===== config.mk =====
export PLATFORM = sky130hd
export DESIGN_NAME = button_conditioner_flat
export DESIGN_NICKNAME = d
export VERILOG_FILES = /design/src/rtl/button_conditioner_if.sv /design/src/rtl/button_conditioner.sv /design/src/flat_wrapper.sv
export SDC_FILE = /design/constraint.sdc
export NUM_CORES = 1
export LEC_CHECK = 0
export ABC_CLOCK_PERIOD_IN_PS = 7200
export CORE_ASPECT_RATIO = 1.75
export CORE_UTILIZATION = 51
export DETAILED_ROUTE_END_ITERATION = 6
export PLACE_DENSITY = 0.7
export SYNTH_ARGS = -nofsm -noshare
export SYNTH_HDL_FRONTEND = slang
export SYNTH_SLANG_ARGS = --single-unit

===== constraint.sdc =====
create_clock -name clk -period 7.2 [get_ports clk]
set_clock_uncertainty 0.15 [all_clocks]
set_input_delay 1.08 -clock clk [delete_from_list [all_inputs] [get_ports clk]]
set_output_delay 1.08 -clock clk [all_outputs]
set_load 0.01 [all_outputs]

===== src/rtl/button_conditioner_if.sv =====
// Key-conditioner bus: raw board keys in, debounced levels and
// single-cycle increment/confirm pulses out.
interface button_conditioner_if;
  logic [3:0] keys_raw;
  logic [2:0] pushbuttons;
  logic       confirm;
  logic [3:0] key_level;

  modport master (
    output keys_raw,
    input  pushbuttons,
    input  confirm,
    input  key_level
  );

  modport slave (
    input  keys_raw,
    output pushbuttons,
    output confirm,
    output key_level
  );
endinterface


===== src/rtl/button_conditioner.sv =====
// Synchronizes, debounces and edge-detects four board keys; digit keys
// [2:0] auto-repeat while held, the confirm key [3] pulses once per press.
module button_conditioner #(
  parameter int DEBOUNCE_CYCLES = 500000,
  parameter int REPEAT_DELAY    = 25000000,
  parameter int REPEAT_PERIOD   = 10000000,
  parameter bit ACTIVE_LOW      = 1'b1
) (
  input  logic                 clk,
  input  logic                 restart,
  button_conditioner_if.slave  bus
);

  localparam int DB_W    = (DEBOUNCE_CYCLES > 1) ? $clog2(DEBOUNCE_CYCLES) : 1;
  localparam int RPT_MAX = (REPEAT_DELAY > REPEAT_PERIOD) ? REPEAT_DELAY : REPEAT_PERIOD;
  localparam int RPT_W   = (RPT_MAX > 1) ? $clog2(RPT_MAX) : 1;

  localparam logic [DB_W-1:0]  DB_LAST    = DB_W'(DEBOUNCE_CYCLES - 1);
  localparam logic [DB_W-1:0]  DB_ONE     = DB_W'(1);
  localparam logic [RPT_W-1:0] RPT_DELAY  = RPT_W'(REPEAT_DELAY - 1);
  localparam logic [RPT_W-1:0] RPT_PERIOD = RPT_W'(REPEAT_PERIOD - 1);
  localparam logic [RPT_W-1:0] RPT_ONE    = RPT_W'(1);
  localparam logic [3:0]       REPEAT_EN  = 4'b0111;

  typedef enum logic [1:0] {
    IDLE   = 2'd0,
    HELD   = 2'd1,
    REPEAT = 2'd2
  } state_t;

  logic [3:0]       w_raw_pressed;
  logic [3:0]       r_sync_p0;
  logic [3:0]       r_sync_p1;
  logic [DB_W-1:0]  r_db_cnt [4];
  logic [3:0]       r_level;
  logic [3:0]       w_rise;
  logic [3:0]       w_fall;
  state_t           r_state     [4];
  state_t           w_state_nxt [4];
  logic [RPT_W-1:0] r_rpt_cnt   [4];
  logic [RPT_W-1:0] w_rpt_nxt   [4];
  logic [3:0]       w_pulse;
  logic [3:0]       r_pulse;

  assign w_raw_pressed = ACTIVE_LOW ? ~bus.keys_raw : bus.keys_raw;

  // Two-flop synchronizer
  always_ff @(posedge clk or posedge restart) begin
    if (restart) begin
      r_sync_p0 <= '0;
      r_sync_p1 <= '0;
    end else begin
      r_sync_p0 <= w_raw_pressed;
      r_sync_p1 <= r_sync_p0;
    end
  end

  // Debounce: any return to the current level clears the count
  always_ff @(posedge clk or posedge restart) begin
    if (restart) begin
      r_level <= '0;
      for (int i = 0; i < 4; i++) r_db_cnt[i] <= '0;
    end else begin
      for (int i = 0; i < 4; i++) begin
        if (r_sync_p1[i] == r_level[i]) begin
          r_db_cnt[i] <= '0;
        end else if (r_db_cnt[i] == DB_LAST) begin
          r_db_cnt[i] <= '0;
          r_level[i]  <= ~r_level[i];
        end else begin
          r_db_cnt[i] <= r_db_cnt[i] + DB_ONE;
        end
      end
    end
  end

  // Flip events are decoded one cycle early so the press pulse lines up with key_level
  always_comb begin
    w_rise = '0;
    w_fall = '0;
    for (int i = 0; i < 4; i++) begin
      if ((r_sync_p1[i] != r_level[i]) && (r_db_cnt[i] == DB_LAST)) begin
        w_rise[i] = r_sync_p1[i];
        w_fall[i] = ~r_sync_p1[i];
      end
    end
  end

  // Per-channel press/repeat state machine
  always_ff @(posedge clk or posedge restart) begin
    if (restart) begin
      r_pulse <= '0;
      for (int i = 0; i < 4; i++) begin
        r_state[i]   <= IDLE;
        r_rpt_cnt[i] <= '0;
      end
    end else begin
      r_pulse <= w_pulse;
      for (int i = 0; i < 4; i++) begin
        r_state[i]   <= w_state_nxt[i];
        r_rpt_cnt[i] <= w_rpt_nxt[i];
      end
    end
  end

  always_comb begin
    w_pulse = '0;
    for (int i = 0; i < 4; i++) begin
      w_state_nxt[i] = r_state[i];
      w_rpt_nxt[i]   = r_rpt_cnt[i];
      case (r_state[i])
        IDLE: begin
          if (w_rise[i]) begin
            w_pulse[i]     = 1'b1;
            w_rpt_nxt[i]   = RPT_DELAY;
            w_state_nxt[i] = HELD;
          end
        end
        HELD: begin
          if (w_fall[i]) begin
            w_rpt_nxt[i]   = '0;
            w_state_nxt[i] = IDLE;
          end else if (r_rpt_cnt[i] != '0) begin
            w_rpt_nxt[i] = r_rpt_cnt[i] - RPT_ONE;
          end else if (REPEAT_EN[i]) begin
            w_pulse[i]     = 1'b1;
            w_rpt_nxt[i]   = RPT_PERIOD;
            w_state_nxt[i] = REPEAT;
          end
        end
        REPEAT: begin
          // Release outranks a coincident repeat expiry
          if (w_fall[i]) begin
            w_rpt_nxt[i]   = '0;
            w_state_nxt[i] = IDLE;
          end else if (r_rpt_cnt[i] != '0) begin
            w_rpt_nxt[i] = r_rpt_cnt[i] - RPT_ONE;
          end else begin
            w_pulse[i]   = 1'b1;
            w_rpt_nxt[i] = RPT_PERIOD;
          end
        end
        default: begin
          w_rpt_nxt[i]   = '0;
          w_state_nxt[i] = IDLE;
        end
      endcase
    end
  end

  assign bus.pushbuttons = r_pulse[2:0];
  assign bus.confirm     = r_pulse[3];
  assign bus.key_level   = r_level;

endmodule


===== src/flat_wrapper.sv =====
// flat-port wrapper written by rule: the top's interface ports become plain ports
module button_conditioner_flat 
#(
  parameter int DEBOUNCE_CYCLES = 500000,
  parameter int REPEAT_DELAY    = 25000000,
  parameter int REPEAT_PERIOD   = 10000000,
  parameter bit ACTIVE_LOW      = 1'b1
)
  (clk, restart, bus_keys_raw, bus_pushbuttons, bus_confirm, bus_key_level);
  button_conditioner_if bus_i ();
  input  logic clk;
  input  logic restart;
  input wire logic [$bits(bus_i.keys_raw)-1:0] bus_keys_raw;
  output wire logic [$bits(bus_i.pushbuttons)-1:0] bus_pushbuttons;
  output wire logic [$bits(bus_i.confirm)-1:0] bus_confirm;
  output wire logic [$bits(bus_i.key_level)-1:0] bus_key_level;
  assign bus_i.keys_raw = bus_keys_raw;
  assign bus_pushbuttons = bus_i.pushbuttons;
  assign bus_confirm = bus_i.confirm;
  assign bus_key_level = bus_i.key_level;
  button_conditioner #(.DEBOUNCE_CYCLES(DEBOUNCE_CYCLES), .REPEAT_DELAY(REPEAT_DELAY), .REPEAT_PERIOD(REPEAT_PERIOD), .ACTIVE_LOW(ACTIVE_LOW)) u_core (.clk(clk), .restart(restart), .bus(bus_i));
endmodule

==> results.yml <==
global_route:
  grt_max_degree: 117
  grt_use_met1: 0.2448
  grt_pass1_wl_mm: 35.27
  use_met2: 0.4392
  grt_pass1_vias: 7657
  busiest_layer: "met2"
  overflow: 0
  grt_usage: 0.2318
  grt_use_met3: 0.03797
  grt_antenna_before_repair: 0
die:
  core_area_sq_um: 17620
  io-pin-count: 14
  rows: 64
  die_width_microns: 104.0
  initial_core_util: 0.5270
  die_area_sq_um: 18770
  die_h_microns: 180.5
synth:
  synth-simple-area-share: 0.2462
  synth_fp_nets: 1050
  yosys_warnings: 0
  syn_avg_cell_area_sq_um: 9.057
  synth_edf_count: 0
  synth_mux_area_frac: 0.01038
  synth_cells: 1025
  synth_top_family_by_area: "simple AND/OR/NAND/NOR gates"
  synthArstFlopShare: 1.000
  synthFlopType: "dfrtp_1"
  synth-seq-area-share: 0.4690
  ys_ff_latch: 174
  synth_xor_area_frac: 0.06321
  syn_area_sq_um: 9284
  synth.distinct_cells: 72
  synth_top_area_share: 0.4690
  synth.area.top_cells: "dfrtp_1 (47%), nor2_1 (5.8%), xor2_1 (4.2%)"
  synth_compound_area_frac: 0.1547
  synthAdderAreaFrac: 0.02561
  synth_top_area_cell: "dfrtp_1"
worst_setup_path:
  worstSetupPathType: "reg -> reg"
  startpoint_type: "flop"
  critPathSlowestCell: "nor2_1"
  r2r-end: "u_core.r_rpt_cnt[58]$_DFFE_PP0P_"
  max_stage_delay_ps: 660
  startpoint: "u_core.r_db_cnt[38]$_DFF_PP0_"
  path_buf_inv: 0
  crit_path_cell_trace: "ha_1, nand4_1, or2_1, o31a_1, nor2_1, nand2_1, o41ai_1"
  rr_worst_depth: 7
  critPathMaxFanout: 16
  crit_arrival_ps: 3340
  cp-end-kind: "flop"
  reg2reg_from: "u_core.r_db_cnt[38]$_DFF_PP0_"
  critPathTopFamily: "simple AND/OR/NAND/NOR gates"
  cp.required_ps: 7380
  r2r_slack_ps: 4040
outcome:
  outcome: "completed"
layout:
  antenna_cells: 0
  final_common_cell: "dfrtp_1"
  drive_gt1_frac: 0.06526
  mostFrequentLayoutCells: "dfrtp_1 (174), nor2_1 (144), nand2_1 (92)"
  syn_to_final_growth_pct: 10.07
  fin_nets: 1054
drt:
  drtIter0Drc: 294
  firstDrtPassIters: 5
  ant_nets: 0
  vias: 7596
  drc_errors: 0
  routed_wl_mm: 20.56
  wire_per_inst_microns: 16.15
  viasPerCell: 5.967
worst_hold_path:
  hold_path_end: "u_core.r_sync_p1[3]$_DFF_PP0_"
  min_path_type: "reg -> reg"
  hold_depth: 0
  worstHoldStart: "u_core.r_sync_p0[3]$_DFF_PP0_"
clocking:
  cts_hold_buf: 0
  cts_tree: "yes"
  clockBufferDepth: 2
  clk_latency_ps: 450
  clk_pin_slew_ps: 70
  post_cts_buffers: 0
  cts_resized: 0
  cts_made_buffers: 17
  htreeDepth: 4
  numClockSinks: 174
  root_buffer: "clkbuf_16"
timing:
  timing.slew.headroom: 0.2726
  worst_slack_ps: 4043
  hold_viol_final: 0
  min_period_ps: 3157
  fin_crit_sh: 0.4385
  max_freq_mhz: 316.7
  whs_ps: 202.0
  setup_viol_count_final: 0
  tightest_slew_ps: 1084
  report.final.slew_viol_count: 0
  fin_setup_tns_ps: 0
  rsz0062_at_grt: "false"
place:
  gp_congestion: 0.8371
  dp_worst_setup_slack_ps: 3826
  io_buffers: 13
  dp_hpwl_mm: 14.12
pwr:
  finalPower_w: 0.001966
  p_leak_nw: 4.640
  p_per_area_nw_per_um2: 192.4
  ir_drop_mv: 0.1396
flow_run:
  drv_cap: 0
-- cell usage after synthesis (14+ instances only) --
cell,instances
o21ai_0,66
nor4_1,22
nor2_1,144
ha_1,19
clkbuf_1,30
a21oi_1,62
xor2_1,45
xnor2_1,22
dfrtp_1,174
o31ai_1,14
inv_1,35
nor3_1,41
nand3_1,47
nand4_1,16
nand2_1,92
-- worst max path at each step --
stage,end,cells after the start
after floorplan,u_core.bus.key_level[0]$_DFFE_PP0N_,1
after global placement,u_core.r_db_cnt[12]$_DFF_PP0_,3
after detailed placement,u_core.r_db_cnt[12]$_DFF_PP0_,3
after CTS,u_core.r_rpt_cnt[58]$_DFFE_PP0P_,7
after global routing,u_core.r_rpt_cnt[47]$_DFFE_PP0P_,6
final,u_core.r_rpt_cnt[58]$_DFFE_PP0P_,7
-- per-layer routing --
layer	up-vias	wire length, microns
met5	-	0
met2	144	11230
met1	3729	8148
met4	0	619
met3	48	564
li1	3675	-
-- worst register-to-register path: stages (launching register included) --
cell	delay, ps
dfrtp_1	390
ha_1	220
nand4_1	220
or2_1	370
o31a_1	540
nor2_1	670
nand2_1	200
o41ai_1	290
-- final cells by class --
type / count / area (sq um)
repair buffers: 21 / 190.2
clock buffers: 17 / 425.4
clock inverters: 15 / 167.7
well taps: 231 / 289.0
multi-input cells: 780 / 4656
fillers: 1603 / 7398
flip-flops and latches: 174 / 4354
inverters: 35 / 136.4
-- stage by stage --
step,utilization,area (sq um),cells
floorplan,-,9284,1025
global placement,0.5464,9625,1241
detailed placement,0.5464,9625,1241
CTS,0.5800,10220,1273
global route,0.5800,10220,1273
finish,0.5800,10220,1273
-- power breakdown --
part	internal, W	switching (W)	total (W)
registers	0.000984	0.00000677	0.000991
clock network	0.000495	0.000438	0.000933
logic	0.0000103	0.0000319	0.0000421
-- cell families after synthesis --
logic type / after synthesis
compound gates: 227
mux: 9
xor+xnor: 67
buf+inv: 71
flops: 174
fa+ha+maj: 19
simple gates: 458
-- sequential cells by signal (all words and copies together), names as in the netlist --
signal / cells
u_core.r_pulse: 4
u_core.r_sync_p1: 4
u_core.bus.key_level: 4
u_core.r_rpt_cnt: 75
u_core.r_db_cnt: 76
u_core.r_state: 7
u_core.r_sync_p0: 4
(Power assumes the default switching activity.)
